File: src/rtl/ram_port_arbiter.sv
// rtl/ram_port_arbiter.sv - single-port RAM arbiter: channel 0 strict priority, others round-robin
// Optional channel-0 starvation guard: define RAM_ARB_STARVE_GUARD_EN.
module ram_port_arbiter #(
   parameter int ADDR_W     = 8,
   parameter int DATA_W     = 8,
   parameter int NCH        = 3,
   parameter int RD_LAT     = 1,
   parameter int STARVE_MAX = 15
) (
   input  logic                  clk,
   input  logic                  rst,
   input  logic [NCH-1:0]        req,
   input  logic [NCH-1:0]        we,
   input  logic [NCH*ADDR_W-1:0] addr,
   input  logic [NCH*DATA_W-1:0] wdata,
   output logic [NCH-1:0]        gnt,
   output logic [ADDR_W-1:0]     ram_addr,
   output logic                  ram_we,
   output logic [DATA_W-1:0]     ram_wdata,
   input  logic [DATA_W-1:0]     ram_rdata,
   output logic [DATA_W-1:0]     rd_data,
   output logic [NCH-1:0]        rd_valid
);

   localparam int CH_W = $clog2(NCH);

   logic [CH_W-1:0]   rr_ptr;
   logic [RD_LAT-1:0] tag_v;
   logic [CH_W-1:0]   tag_ch [RD_LAT];
   logic              others;
   logic              force_rr;
   logic              rr_hit;
   logic [CH_W-1:0]   rr_win;
   logic              win_valid;
   logic [CH_W-1:0]   win;
   logic [NCH-1:0]    win_oh;
   logic              sel_we;
   logic [ADDR_W-1:0] sel_addr;
   logic [DATA_W-1:0] sel_wdata;
   int                idx;

`ifdef RAM_ARB_STARVE_GUARD_EN
   localparam int CNT_W = $clog2(STARVE_MAX + 1);
   logic [CNT_W-1:0] starve_cnt;

   assign force_rr = (starve_cnt == CNT_W'(STARVE_MAX));

   // Counts consecutive channel-0 wins that happened while someone else was waiting.
   always_ff @(posedge clk or posedge rst) begin
      if (rst) begin
         starve_cnt <= '0;
      end else if (win_valid && (win == '0) && others) begin
         starve_cnt <= starve_cnt + CNT_W'(1);
      end else begin
         starve_cnt <= '0;
      end
   end
`else
   logic unused_starve;
   assign unused_starve = ^32'(STARVE_MAX);
   assign force_rr      = 1'b0;
`endif

   // Round-robin search over 1..NCH-1 starting at rr_ptr, wrapping back to 1.
   always_comb begin
      others = |req[NCH-1:1];
      rr_hit = 1'b0;
      rr_win = rr_ptr;
      idx    = 0;
      for (int i = 0; i < NCH - 1; i++) begin
         idx = int'(rr_ptr) + i;
         if (idx >= NCH) idx = idx - (NCH - 1);
         if (!rr_hit && req[CH_W'(idx)]) begin
            rr_hit = 1'b1;
            rr_win = CH_W'(idx);
         end
      end
   end

   always_comb begin
      win_valid = 1'b0;
      win       = '0;
      if (req[0] && !(force_rr && others)) begin
         win_valid = 1'b1;
      end else if (rr_hit) begin
         win_valid = 1'b1;
         win       = rr_win;
      end
      win_oh    = '0;
      sel_we    = 1'b0;
      sel_addr  = '0;
      sel_wdata = '0;
      for (int c = 0; c < NCH; c++) begin
         if (win_valid && (win == CH_W'(c))) begin
            win_oh[c] = 1'b1;
            sel_we    = we[c];
            sel_addr  = addr[c*ADDR_W +: ADDR_W];
            sel_wdata = wdata[c*DATA_W +: DATA_W];
         end
      end
   end

   always_ff @(posedge clk or posedge rst) begin
      if (rst) begin
         gnt       <= '0;
         ram_addr  <= '0;
         ram_we    <= 1'b0;
         ram_wdata <= '0;
         rr_ptr    <= CH_W'(1);
      end else begin
         gnt    <= win_oh;
         ram_we <= sel_we;
         if (win_valid) begin
            ram_addr  <= sel_addr;
            ram_wdata <= sel_wdata;
         end
         if (win_valid && (win != '0)) begin
            rr_ptr <= (win == CH_W'(NCH - 1)) ? CH_W'(1) : win + CH_W'(1);
         end
      end
   end

   // Read tags travel alongside the RAM latency so data returns to its issuer in order.
   always_ff @(posedge clk or posedge rst) begin
      if (rst) begin
         tag_v    <= '0;
         for (int i = 0; i < RD_LAT; i++) tag_ch[i] <= '0;
         rd_valid <= '0;
         rd_data  <= '0;
      end else begin
         tag_v[0]  <= win_valid & ~sel_we;
         tag_ch[0] <= win;
         for (int i = 1; i < RD_LAT; i++) begin
            tag_v[i]  <= tag_v[i-1];
            tag_ch[i] <= tag_ch[i-1];
         end
         rd_valid <= '0;
         if (tag_v[RD_LAT-1]) begin
            rd_valid[tag_ch[RD_LAT-1]] <= 1'b1;
            rd_data                    <= ram_rdata;
         end
      end
   end

endmodule

File: config.mk
export PLATFORM = sky130hd
export DESIGN_NAME = ram_port_arbiter
export DESIGN_NICKNAME = d
export VERILOG_FILES = /design/src/rtl/ram_port_arbiter.sv
export SDC_FILE = /design/constraint.sdc
export NUM_CORES = 1
export LEC_CHECK = 0
export CAP_MARGIN = 40
export CORE_MARGIN = 2
export CORE_UTILIZATION = 32
export CTS_CLUSTER_DIAMETER = 80
export DETAILED_ROUTE_END_ITERATION = 10
export PLACE_DENSITY_LB_ADDON = 0.3
export SYNTH_ARGS = -nofsm -noshare
export SYNTH_HDL_FRONTEND = slang
export SYNTH_SLANG_ARGS = --single-unit
File: constraint.sdc
create_clock -name clk -period 3.45 [get_ports clk]
set_input_delay 0.345 -clock clk [delete_from_list [all_inputs] [get_ports clk]]
set_output_delay 0.345 -clock clk [all_outputs]
set_load 0.005 [all_outputs]
==> summary.txt <==
Finish
  • Layout area overhead: 50.1%
  • ANT cells: 0
  • Final #Nets: 357
  • Post-layout util: 0.499
  • Fin area: 0.00317 mm2
  • Layout cells sized above 1: 0.0922

Synthesis
  • Top FF cell, synth: dfrtp_1
  • Avg Synthesized Cell Area: 10.0 um2
  • Syn_nets: 275
  • Post-synth EDFFs: 0
  • Cells after synthesis: 211
  • Cell variety after synth: 31
  • Mapped cell area: 0.00211 mm2
  • Asr flop ratio synth: 1.00
  • Synth warn: 0
  • Post-synthesis sequential area ratio: 0.427
  • Seq cells post-synth: 36

Drt
  • Top sig layer: met4
  • Initial DRC count: 82
  • Routed wire length: 5910 um
  • Metal3 WL: 300 um
  • DRC viols: 0
  • DRT met1 WL: 2550 um
  • Met2 WL: 2960 um
  • Wire length per cell: 16.0 um
  • Post-DRT Antenna Nets: 0
  • Drt pass-1 iters: 4
  • DR vias: 1921
  • Vias per cell: 5.19

Floorplanning
  • Starting Density: 0.333
  • DIE AREA: 0.00727 mm2
  • Core area: 0.00635 mm2
  • Die W: 85.2 um
  • Chip height: 85.2 um
  • Io pins: 95
  • # rows: 29

Power and ir drop
  • Pwr Density: 433 mW/mm2
  • P_leak: 0.00138 uW
  • Peak VDD IR: 0.225 mV
  • Sw Ratio: 0.285
  • Power share of the clock group: 0.234
  • Reg power frac: 0.412
  • Int Power: 982 uW
  • Comb power frac: 0.354
  • P_sw: 391 uW

Worst setup path
  • CP Max Fanout: 21
  • WP data required: 3590 ps
  • R2r endpoint: tag_v
  • FF-to-FF Start: rr_ptr[1]
  • R2R depth: 5
  • Worst Setup End Kind: flip-flop
  • Critical Path AT: 2620 ps
  • Worst setup SP type: input pin
  • Flop-to-flop setup slack: 1260 ps
  • Critical path type: in2reg

Global route
  • Total global routing overflow: 0
  • First-pass GRT wire length: 9910 um
  • Vias in the first global route: 2046
  • Initial antenna violation count: 0
  • Largest net degree at the start of global routing: 36
  • Global-route usage over all layers: 0.170

Placement
  • Buffers on Ports: 94
  • RePlAce Congestion: 0.754
  • Pre-CTS setup slack: 739 ps
  • Detailed-placement wirelength estimate: 4270 um
  • Post-DP Area: 0.00307 mm2

Job
  • Max Cap Viol: 0

Clock network
  • PostCTS Resize Cnt: 0
  • Reg clk slew, reported paths: 70 ps
  • Clk buf depth: 2
  • CTS tree: built
  • Post-CTS setup buffer count: 0
  • Sink Count: 36
  • Root Driver: clkbuf_8
  • Cts hold-fix bufs: 0
  • H-tree levels: 2
  • Worst-Skew Late Latency: 290 ps
  • CTS buffer count: 5

STA
  • RSZ-0062 raised after global routing: no
  • Post-layout min period: 2480 ps
  • Tcrit/Tclk final: 0.718
  • Max Clock Freq: 0.404 GHz
  • Max-slew headroom: 0.411
  • Max Slew Vio Count: 0
  • Final hold vios: 0
  • Final setup viols: 0
  • Final setup margin: 974 ps
  • Skew final: 4.06 ps
  • TNS Setup: 0 ps
  • Slew at the pin with the worst max-slew slack: 884 ps

Run status
  • Status: finished clean

Min path
  • Worst hold path class: in2async
==> registers in the layout, summed over array words and instances (netlist names) <==
| register | count |
|---|---|
| gnt | 3 |
| ram_wdata | 8 |
| rd_data | 8 |
| rr_ptr | 2 |
| ram_we | 1 |
| rd_valid | 3 |
| ram_addr | 8 |
| tag_ch | 2 |
| tag_v | 1 |
==> critical path, stage by stage <==
cell and delay (ps):
clkdlybuf4s50_1 1020, nand2b_1 690, o32ai_4 430, o32ai_1 130
==> layout make-up <==
class                      instances  area, um2
multi-input combinational        128        983
inverter                          22       82.6
fill                             580       3180
tap                               77       96.3
sequential                        36        902
clock buffer                       7       96.3
timing repair buffer             100       1010
==> synthesized netlist by cell type (2+ instances only) <==
cell type | instances | area, um2
dfrtp_1 | 35 | 876
mux2_2 | 8 | 90.1
nand2_1 | 19 | 71.3
clkbuf_1 | 5 | 18.8
buf_2 | 12 | 60.1
buf_4 | 4 | 30.0
nor2_1 | 4 | 15.0
a21o_1 | 2 | 15.0
buf_6 | 3 | 33.8
o31ai_1 | 16 | 120
o221ai_1 | 16 | 140
inv_1 | 22 | 82.6
nor4bb_1 | 16 | 160
a21oi_1 | 17 | 85.1
a22o_1 | 16 | 140
==> worst max path at each step <==
stage	slack, ps	cells past startpoint	endpoint	start
after global placement	760	4	tag_v	req[1]
after global routing	840	4	tag_v	req[1]
after floorplan	2020	5	ram_we	rr_ptr[0]
final	970	4	tag_v	req[1]
after detailed placement	740	4	tag_v	req[1]
after CTS	1040	4	tag_v	req[1]
==> power groups by stage <==
| stage | Combinational [uW] | Clock, uW | Sequential, uW |
|---|---|---|---|
| finish | 485 | 321 | 566 |
| global route | 528 | 346 | 579 |
| CTS | 491 | 331 | 567 |
| detailed placement | 492 | 0 | 572 |
| global placement | 474 | 0 | 573 |
| floorplan | 257 | 0 | 554 |
==> layer usage <==
layer,vias to the layer above,GRT usage
met4,0,0.0649
met2,54,0.292
met1,914,0.210
met3,6,0.0311
met5,-,0
li1,947,-
==> stage by stage <==
stage / hold slack [ps] / total power [uW] / instances
floorplan: 415 / 812 / 211
global placement: 433 / 1050 / 361
detailed placement: 446 / 1060 / 363
CTS: 364 / 1390 / 370
global route: 382 / 1450 / 370
finish: 345 / 1370 / 370
==> cell usage in the layout, fill, tap and decap left out, drive strengths merged <==
cell type / instances
a21oi: 17
o221ai: 16
dfrtp: 35
nor3b: 1
nor3: 1
nor4bb: 16
or2: 1
o21ai: 1
and3b: 2
a21o: 2
mux2: 8
nand2b: 1
dfstp: 1
a22o: 16
nand3b: 1
clkbuf: 7
buf: 6
nor2b: 1
o31ai: 16
and2: 1
o32ai: 2
nor2: 4
nand2: 19
a221oi: 1
inv: 22
o22a: 1
clkdlybuf4s50: 94
==> logic make-up after synthesis <==
family / synth area share
buffers and inverters: 0.109
multiplexers: 0.0427
AND/OR/NAND/NOR: 0.153
flip-flops: 0.427
AO/OA/AOI/OAI: 0.268
No activity file was read; power rests on OpenSTA's default activity.
